<file path="src/rtl/load_store_unit_if.sv">
// Memory dispatch, result broadcast and byte-wide RAM port of the load/store unit.
// slave is the unit's view; master is the dispatcher/RAM side.
interface load_store_unit_if #(
  parameter int TAG_W = 3
);
  logic [4:0]       memory_op;
  logic [31:0]      memory_value1;
  logic [31:0]      memory_value2;
  logic [31:0]      memory_imm;
  logic [TAG_W-1:0] memory_des;
  logic             memory_busy;
  logic [31:0]      memory_data;
  logic [TAG_W-1:0] memory_des_in;
  logic [31:0]      mem_a;
  logic             mem_wr;
  logic [7:0]       mem_dout;
  logic [7:0]       mem_din;

  modport slave (
    input  memory_op, memory_value1, memory_value2, memory_imm, memory_des, mem_din,
    output memory_busy, memory_data, memory_des_in, mem_a, mem_wr, mem_dout
  );

  modport master (
    output memory_op, memory_value1, memory_value2, memory_imm, memory_des, mem_din,
    input  memory_busy, memory_data, memory_des_in, mem_a, mem_wr, mem_dout
  );
endinterface

</file>
<file path="src/rtl/load_store_unit.sv">
// Single-issue load/store unit: moves 1/2/4 bytes one per cycle over a byte-wide
// little-endian RAM port and broadcasts the result tag for one cycle.
module load_store_unit #(
  parameter int TAG_W = 3
) (
  input  logic              clk,
  input  logic              rst,
  load_store_unit_if.slave  bus
);

  typedef enum logic [1:0] {IDLE, LOAD, STORE} state_t;

  localparam logic [4:0] OP_LB  = 5'b10010;
  localparam logic [4:0] OP_LH  = 5'b10011;
  localparam logic [4:0] OP_LW  = 5'b10100;
  localparam logic [4:0] OP_LBU = 5'b10101;
  localparam logic [4:0] OP_LHU = 5'b10110;
  localparam logic [4:0] OP_SB  = 5'b10111;
  localparam logic [4:0] OP_SH  = 5'b11000;
  localparam logic [4:0] OP_SW  = 5'b11001;

  state_t           r_state;
  logic [31:0]      r_addr;
  logic [31:0]      r_sdata;
  logic [31:0]      r_result;
  logic [4:0]       r_op;
  logic [TAG_W-1:0] r_tag;
  logic [2:0]       r_n;
  logic [2:0]       r_cnt;

  logic             w_accept;
  logic             w_isStore;
  logic [31:0]      w_reqAddr;
  logic [2:0]       w_reqN;
  logic [2:0]       w_nextCnt;
  logic [1:0]       w_byteIdx;
  logic [31:0]      w_loadWord;
  logic [31:0]      w_loadResult;

  assign w_accept  = (bus.memory_des != '0) && (bus.memory_op >= OP_LB) && (bus.memory_op <= OP_SW);
  assign w_isStore = (bus.memory_op >= OP_SB);
  assign w_reqAddr = bus.memory_value1 + bus.memory_imm;
  assign w_nextCnt = r_cnt + 3'd1;
  assign w_byteIdx = r_cnt[1:0] - 2'd1;

  // The last byte arrives on the completing edge, so it is merged here rather than registered first.
  always_comb begin
    w_reqN = 3'd4;
    case (bus.memory_op)
      OP_LB, OP_LBU, OP_SB: w_reqN = 3'd1;
      OP_LH, OP_LHU, OP_SH: w_reqN = 3'd2;
      default:              w_reqN = 3'd4;
    endcase

    w_loadWord = r_result;
    if (r_cnt != 3'd0) begin
      w_loadWord[{w_byteIdx, 3'b000} +: 8] = bus.mem_din;
    end

    case (r_op)
      OP_LB:   w_loadResult = {{24{w_loadWord[7]}}, w_loadWord[7:0]};
      OP_LH:   w_loadResult = {{16{w_loadWord[15]}}, w_loadWord[15:0]};
      OP_LBU:  w_loadResult = {24'd0, w_loadWord[7:0]};
      OP_LHU:  w_loadResult = {16'd0, w_loadWord[15:0]};
      default: w_loadResult = w_loadWord;
    endcase
  end

  always_ff @(posedge clk) begin
    if (rst) begin
      r_state           <= IDLE;
      r_addr            <= '0;
      r_sdata           <= '0;
      r_result          <= '0;
      r_op              <= '0;
      r_tag             <= '0;
      r_n               <= '0;
      r_cnt             <= '0;
      bus.memory_busy   <= 1'b0;
      bus.memory_data   <= '0;
      bus.memory_des_in <= '0;
      bus.mem_a         <= '0;
      bus.mem_wr        <= 1'b0;
      bus.mem_dout      <= '0;
    end else begin
      bus.memory_des_in <= '0;
      unique case (r_state)
        IDLE: begin
          if (w_accept) begin
            r_addr          <= w_reqAddr;
            r_sdata         <= bus.memory_value2;
            r_op            <= bus.memory_op;
            r_tag           <= bus.memory_des;
            r_n             <= w_reqN;
            r_cnt           <= 3'd0;
            r_result        <= '0;
            bus.memory_busy <= 1'b1;
            bus.mem_a       <= w_reqAddr;
            if (w_isStore) begin
              r_state      <= STORE;
              bus.mem_wr   <= 1'b1;
              bus.mem_dout <= bus.memory_value2[7:0];
            end else begin
              r_state      <= LOAD;
              bus.mem_wr   <= 1'b0;
              bus.mem_dout <= '0;
            end
          end
        end

        // Read data lags the address by one cycle, hence byte cnt-1 is captured at count cnt.
        LOAD: begin
          if (r_cnt != 3'd0) begin
            r_result[{w_byteIdx, 3'b000} +: 8] <= bus.mem_din;
          end
          if (r_cnt == r_n) begin
            r_state           <= IDLE;
            r_cnt             <= 3'd0;
            bus.memory_data   <= w_loadResult;
            bus.memory_des_in <= r_tag;
            bus.memory_busy   <= 1'b0;
            bus.mem_a         <= '0;
          end else begin
            r_cnt <= w_nextCnt;
            if (w_nextCnt < r_n) begin
              bus.mem_a <= r_addr + {29'd0, w_nextCnt};
            end else begin
              bus.mem_a <= '0;
            end
          end
        end

        STORE: begin
          if (r_cnt == r_n - 3'd1) begin
            r_state           <= IDLE;
            r_cnt             <= 3'd0;
            bus.memory_data   <= '0;
            bus.memory_des_in <= r_tag;
            bus.memory_busy   <= 1'b0;
            bus.mem_a         <= '0;
            bus.mem_wr        <= 1'b0;
            bus.mem_dout      <= '0;
          end else begin
            r_cnt        <= w_nextCnt;
            bus.mem_a    <= r_addr + {29'd0, w_nextCnt};
            bus.mem_dout <= r_sdata[{w_nextCnt[1:0], 3'b000} +: 8];
          end
        end

        default: r_state <= IDLE;
      endcase
    end
  end

endmodule

</file>
<file path="src/flat_wrapper.sv">
// flat-port wrapper written by rule: the top's interface ports become plain ports
module load_store_unit_flat 
#(
  parameter int TAG_W = 3
)
  (clk, rst, bus_memory_op, bus_memory_value1, bus_memory_value2, bus_memory_imm, bus_memory_des, bus_mem_din, bus_memory_busy, bus_memory_data, bus_memory_des_in, bus_mem_a, bus_mem_wr, bus_mem_dout);
  load_store_unit_if #(.TAG_W(TAG_W)) bus_i ();
  input  logic clk;
  input  logic rst;
  input wire logic [$bits(bus_i.memory_op)-1:0] bus_memory_op;
  input wire logic [$bits(bus_i.memory_value1)-1:0] bus_memory_value1;
  input wire logic [$bits(bus_i.memory_value2)-1:0] bus_memory_value2;
  input wire logic [$bits(bus_i.memory_imm)-1:0] bus_memory_imm;
  input wire logic [$bits(bus_i.memory_des)-1:0] bus_memory_des;
  input wire logic [$bits(bus_i.mem_din)-1:0] bus_mem_din;
  output wire logic [$bits(bus_i.memory_busy)-1:0] bus_memory_busy;
  output wire logic [$bits(bus_i.memory_data)-1:0] bus_memory_data;
  output wire logic [$bits(bus_i.memory_des_in)-1:0] bus_memory_des_in;
  output wire logic [$bits(bus_i.mem_a)-1:0] bus_mem_a;
  output wire logic [$bits(bus_i.mem_wr)-1:0] bus_mem_wr;
  output wire logic [$bits(bus_i.mem_dout)-1:0] bus_mem_dout;
  assign bus_i.memory_op = bus_memory_op;
  assign bus_i.memory_value1 = bus_memory_value1;
  assign bus_i.memory_value2 = bus_memory_value2;
  assign bus_i.memory_imm = bus_memory_imm;
  assign bus_i.memory_des = bus_memory_des;
  assign bus_i.mem_din = bus_mem_din;
  assign bus_memory_busy = bus_i.memory_busy;
  assign bus_memory_data = bus_i.memory_data;
  assign bus_memory_des_in = bus_i.memory_des_in;
  assign bus_mem_a = bus_i.mem_a;
  assign bus_mem_wr = bus_i.mem_wr;
  assign bus_mem_dout = bus_i.mem_dout;
  load_store_unit #(.TAG_W(TAG_W)) u_core (.clk(clk), .rst(rst), .bus(bus_i));
endmodule
</file>
<file path="config.mk">
export PLATFORM = sky130hd
export DESIGN_NAME = load_store_unit_flat
export DESIGN_NICKNAME = d
export VERILOG_FILES = /design/src/rtl/load_store_unit_if.sv /design/src/rtl/load_store_unit.sv /design/src/flat_wrapper.sv
export SDC_FILE = /design/constraint.sdc
export NUM_CORES = 1
export LEC_CHECK = 0
export ABC_AREA = 1
export BUFFER_PORTS_ARGS = -buffer_cell sky130_fd_sc_hd__buf_2
export CORE_ASPECT_RATIO = 1.1
export CORE_UTILIZATION = 56
export CTS_BUF_LIST = sky130_fd_sc_hd__clkbuf_4 sky130_fd_sc_hd__clkbuf_8
export DETAILED_ROUTE_END_ITERATION = 7
export GPL_TIMING_DRIVEN = 0
export MAX_ROUTING_LAYER = met4
export PLACE_DENSITY = 0.79
export SLEW_MARGIN = 25
export SYNTH_ARGS = -nofsm -noshare
export SYNTH_HDL_FRONTEND = slang
export SYNTH_SLANG_ARGS = --single-unit
export TNS_END_PERCENT = 5
</file>
<file path="constraint.sdc">
create_clock -name clk -period 5.65 [get_ports clk]
set_input_delay 0 -clock clk [delete_from_list [all_inputs] [get_ports clk]]
set_output_delay 0 -clock clk [all_outputs]
set_load 0.02 [all_outputs]
</file>
After elaboration in Yosys (flattened, before gate mapping)
Index checks and enable logic that the tools add are counted.

word-level totals
  word-level logic and storage cells = 100
  output and inout port bits = 77
  input port bits = 114
  register bits = 189

cells by class
  shifts and indexed selects = 3
  $add $sub $neg = 6
  reductions and logical operators = 19
  equal/unequal tests = 17
  $lt $le $gt $ge = 4
  mux-type cells = 37

operators by type and width
  cell                    number
  $mux 32                 8
  $pmux 32 s2             2
  $pmux 32 s4             1
  $pmux 32 s3             1
  $eq 5x5->1 const B      10
  $add 32x3->32           1
  $add 32x32->32          1
  $bwmux 32               1
  $shift 8x7->32 const A  1
  $shiftx 32x6->8         1
  $shiftx 8x7->32         1
  $mux 8                  3
  $pmux 8 s2              1
  $mux 3                  5
  $pmux 3 s2              2
  $ge 5x5->1 const B      2
  $pmux 3 s3              1
  $reduce_and 3->1        3
  $reduce_bool 3->1       3
  $mux 2                  4
  $reduce_and 2->1        4
  $neg 5->7               1
  $eq 3x3->1              2
  $ne 2x1->1 const B      3
  16 further kinds        24

Longest topological paths before layout
  depth after elaboration = 8
  depth in mapped cells = 19
  gate-level depth less buffers = 15

Worst setup path before layout
OpenSTA, ideal clock, no wires.

  path type = reg-to-reg
  start point = register u_core.r_cnt[0]
  end point = register u_core.bus.mem_a[28]
  clock period less this slack = 2.824 ns
  arrival time = 2.705 ns
  buffers on the path = 3
  library setup time = 0.119 ns
  stages on the path, launching flop included = 16
  required time = 5.531 ns
  path slack = 2.826 ns
  cell sequence = dfxtp_1 > clkbuf_1 > inv_1 > buf_2 > buf_1 > ha_1 > fa_1 > nand2_1 > a21oi_1 > nand3_1 > nor2_1 > nand4_1 > nor2_1 > nor2_1 > nor2_1 > a21oi_1

on the way
  longest elaborated chain between the ends = 5
  elaborated cells on any way between the ends = 9
  classes of those cells = add/sub: 2; order compare: 1; eq/ne: 2; mux: 4

RTL lines
  what                                                line                                                                    text
  start, declared                                     load_store_unit.sv:29                                                   logic [2:0] r_cnt;
  start signal, assigned                              load_store_unit.sv:124                                                  r_cnt <= w_nextCnt;
  start signal, assigned                              load_store_unit.sv:144                                                  r_cnt <= w_nextCnt;
  $add 3x1->3                                         load_store_unit.sv:43                                                   assign w_nextCnt = r_cnt + 3'd1;
  $add 32x3->32 / $lt 3x3->1 (equally long branches)  load_store_unit.sv:126, load_store_unit.sv:145, load_store_unit.sv:125
  $mux 32                                             load_store_unit.sv:125                                                  if (w_nextCnt < r_n) begin
  $mux 32                                             load_store_unit.sv:116                                                  if (r_cnt == r_n) begin
  $pmux 32 s3 *                                       load_store_unit.sv:87                                                   unique case (r_state)
  end signal, assigned                                load_store_unit.sv:98                                                   bus.mem_a <= w_reqAddr;
  end signal, assigned                                load_store_unit.sv:126                                                  bus.mem_a <= r_addr + {29'd0, w_nextCnt};
  end signal, assigned                                load_store_unit.sv:145                                                  bus.mem_a <= r_addr + {29'd0, w_nextCnt};
  end, declared                                       load_store_unit_if.sv:21                                                output memory_busy, memory_data, memory_des_in, mem_a, mem_wr, mem_dout

Every way passes the cells marked *; elsewhere a longest branch is shown, timed or not.
A chain may end at the register's enable or synchronous reset.

Final worst setup path
  start point = register u_core.r_cnt[0]
  end point = register u_core.bus.mem_a[22]

Same word-level chain as after synthesis.

==> metrics.md <==
| Metric | Value |
|---|---|
| Vias | 13450 |
| Diodes inserted | 0 |
| Initial DRC count | 1193 |
| Power Dens Cells | 262.6 mW/mm^2 |
| Crit share post-route | 72.58% |
| RD Place Congestion | 0.9794 |
| Clk root buf | clkbuf_8 |
| Design area | 0.01394 mm^2 |
| Placed wire-length estimate | 31280 um |
| CP delay by family, top | compound AO/OA/AOI/OAI gates |
| Count of final max-slew check failures | 0 |
| Endpoints failing setup | 0 |
| GRT Resource Usage Total | 38.78% |
| Residual DRC | 0 |
| Gr ovfl total | 0 |
| Skew-Pair Late Insertion Delay | 0.51 ns |
| Initial Util | 57.22% |
| Hold WC Path Type | input pin to flip-flop |
| CTS tree | built |
| Highest clock rate | 243.9 MHz |
| Pwr Total | 3661 uW |
| Distinct cells, synth | 48 |
| Crit-path cells | clkbuf_1 -> inv_1 -> buf_2 -> buf_1 -> ha_1 -> fa_1 -> nand2_1 -> a21oi_1 -> nand4_1 -> nor2_1 -> nand3_1 -> a21oi_1 -> nor2_1 -> a21oi_1 |
| Leading cell type in the layout, fill and taps excluded | nand2_1 |
| Final #Nets | 2292 |
| Yosys warns | 0 |
| Sequential Power Share | 42.5% |
| Mapped Nets | 2038 |
| Die area | 0.02161 mm^2 |
| Comb pwr share | 30.0% |
| Most used cell along the critical path | a21oi_1 |
| Initial antenna violation count | 0 |
| Slew HR | 44.08% |
| Boundary Pins | 191 |
| Internal power | 2180 uW |
| Share of post-route cells with drive strength above 1 | 13.08% |
| Row count | 55 |
| DIE WIDTH | 140.3 um |
| Worst Path Required | 6.08 ns |
| Clock skew | 0.02008 ns |
| Worst reg2reg path depth | 14 |
| Hold Violations, Final | 0 |
| Slew @ Worst Pin | 0.8388 ns |
| RSZ-0062 raised after global routing | no |
| Drt total wl | 40690 um |
| TritonRoute pass-1 iters | 7 |
| Largest net degree at the start of global routing | 24 |
| CTS buffer count | 17 |
| # clock sinks | 189 |
| Post-Syn Area | 0.01177 mm^2 |
| ANT nets after route | 0 |
| Fillers | 1920 |
| Worst Path Max Fanout | 12 |
| Vias per cell | 5.612 |
| Critical path depth | 14 |
| Post-layout min period | 4.101 ns |
| Slowest-stage cell, CP | ha_1 |
| Routed len/inst | 16.97 um |
| Port Buffer Count | 190 |
| Final TNS setup | 0 ns |
| CP bufs+invs | 4 |
| Synthesized flop and latch total | 189 |
| Psw | 1481 uW |
| Slowest Stage Delay on Critical Path | 0.54 ns |
| Switch share | 40.47% |
| Cell count after placement | 2320 |
| H-tree depth | 4 |
| Clock share of power | 27.5% |
| Max Cap Viol | 0 |
| Crit end category | flip-flop |
| Commonest cells after routing, fill and taps aside | 538 x nand2_1, 214 x a21oi_1, 211 x buf_2 |
| First-pass GRT wire length | 63410 um |
| Post-route insts no fill | 2397 |
| Avg Cell Area, Syn | 6.283 um^2 |
| Worst Hold Depth | 5 |
| Setup crit start kind | flip-flop |
| Clk slew on worst S/H paths | 0.11 ns |
| Kind of critical path | flip-flop to flip-flop |
| Synthesis-to-layout area growth | 18.42% |
| Peak VDD IR | 0.1988 mV |
| Vias in the first global route | 12430 |
| Post-DP Area | 0.01305 mm^2 |
| Register area share after synthesis | 32.14% |
| Worst EP arrival | 4.53 ns |
| Die height | 154.1 um |
| Lkg Pwr | 0.006829 uW |
| Core area | 0.02058 mm^2 |
| Status | completed |
| CTS max path bufs | 2 |
| Synth Instances | 1874 |
## registers in the layout (all words and copies together) (netlist names)
signal / cells
u_core.bus.mem_a: 32
u_core.bus.memory_data: 32
u_core.r_addr: 32
u_core.r_result: 32
u_core.r_sdata: 32
u_core.bus.mem_dout: 8
u_core.r_op: 5
u_core.bus.memory_des_in: 3
u_core.r_cnt: 3
u_core.r_n: 3
u_core.r_tag: 3
u_core.r_state: 2
u_core.bus.mem_wr: 1
u_core.bus.memory_busy: 1
## layer usage
metal | part of all wire [%] | wire (um) | track usage (%) | vias to the layer above
met5 | 0 | 0 | - | -
li1 | - | - | - | 6575
met1 | 39 | 15930 | 42.54 | 6093
met4 | 6.4 | 2606 | 24.33 | 0
met2 | 48 | 19690 | 66.86 | 624
met3 | 6.1 | 2466 | 4.609 | 160
## synthesized netlist by cell type (all sizes together)
library cell,number,area [um^2]
o211ai,6,45.04
nand3b,13,101.4
buf,32,191.4
xnor2,2,17.52
and2,1,6.260
clkinv,4,20.02
o21ai,135,679.4
nor2,195,757.0
or2,3,18.77
dfxtp,189,3784
a21o,3,22.52
inv,213,802.0
clkbuf,45,168.9
nand2,549,2098
o21bai,5,37.54
nand4,23,143.9
mux2i,7,70.07
a21oi,215,1080
a211oi,7,52.55
nor4,2,12.51
nand3,91,473.0
a31oi,16,100.1
fa,2,40.04
o31ai,2,15.01
o22ai,5,31.28
xor2,23,201.4
o21a,3,22.52
ha,48,600.6
a21boi,1,11.26
nor3,34,170.2
## power groups by stage
stage | combinational (uW) | clock (uW) | sequential, uW
2_1_floorplan | 616 | 0 | 1630
3_3_place_gp | 1040 | 0 | 1580
6_report | 1100 | 1010 | 1560
3_5_place_dp | 1050 | 0 | 1580
4_1_cts | 1080 | 1000 | 1550
5_1_grt | 1190 | 1050 | 1570
## kinds of logic (layout without fill, tap and decap cells)
logic type,count (synthesis),after routing,synth area share [%]
xor+xnor,25,25,1.860
flops,189,189,32.14
buf+inv,294,561,10.04
compound gates,398,398,17.81
fa+ha+maj,50,50,5.441
mux,7,7,0.5951
simple gates,911,911,32.11
## worst min-delay path: cells and delay by family
family,cells,cell delay (ns)
buf+inv,1,0.13
compound gates,2,0.17
simple gates,2,0.17
## per-stage QoR
step                      hold WS, ns  worst slack, ns  util (%)
final                         0.01783            1.550     67.76
after global routing          0.03595            1.395     67.76
after CTS                    0.002130            1.718     67.76
after detailed placement       0.2577            1.772     63.40
after global placement         0.2544            1.747     63.40
after floorplan                0.1438            2.826         -
## area by class of cell
class / instances / area (um^2) / area share, %
flip-flops and latches: 189 / 3784 / 27.14
well taps: 256 / 320.3 / 2.297
plain buffers: 77 / 360.3 / 2.585
repair buffers: 235 / 1401 / 10.05
clock inverters: 15 / 212.7 / 1.526
multi-input cells: 1391 / 6808 / 48.83
clock buffers: 17 / 234.0 / 1.678
inverters: 217 / 822.0 / 5.896
## what timing repair did
action	in CTS	in global routing
setup buffers	0	0
resized for setup	0	0
hold buffers	45	0
hold endpoints to repair	55	0
## path summary, 6_finish.rpt
path | endpoint | startpoint | slack (ns)
worst max-delay path | u_core.bus.mem_a[22] | u_core.r_cnt[0] | 1.55
worst max register to register | u_core.bus.mem_a[22] | u_core.r_cnt[0] | 1.55
worst min-delay path | u_core.r_result[26] | bus_mem_din[2] | 0.02
worst min register to register | u_core.r_sdata[0] | u_core.r_sdata[0] | 0.47
(Power assumes the default switching activity.)
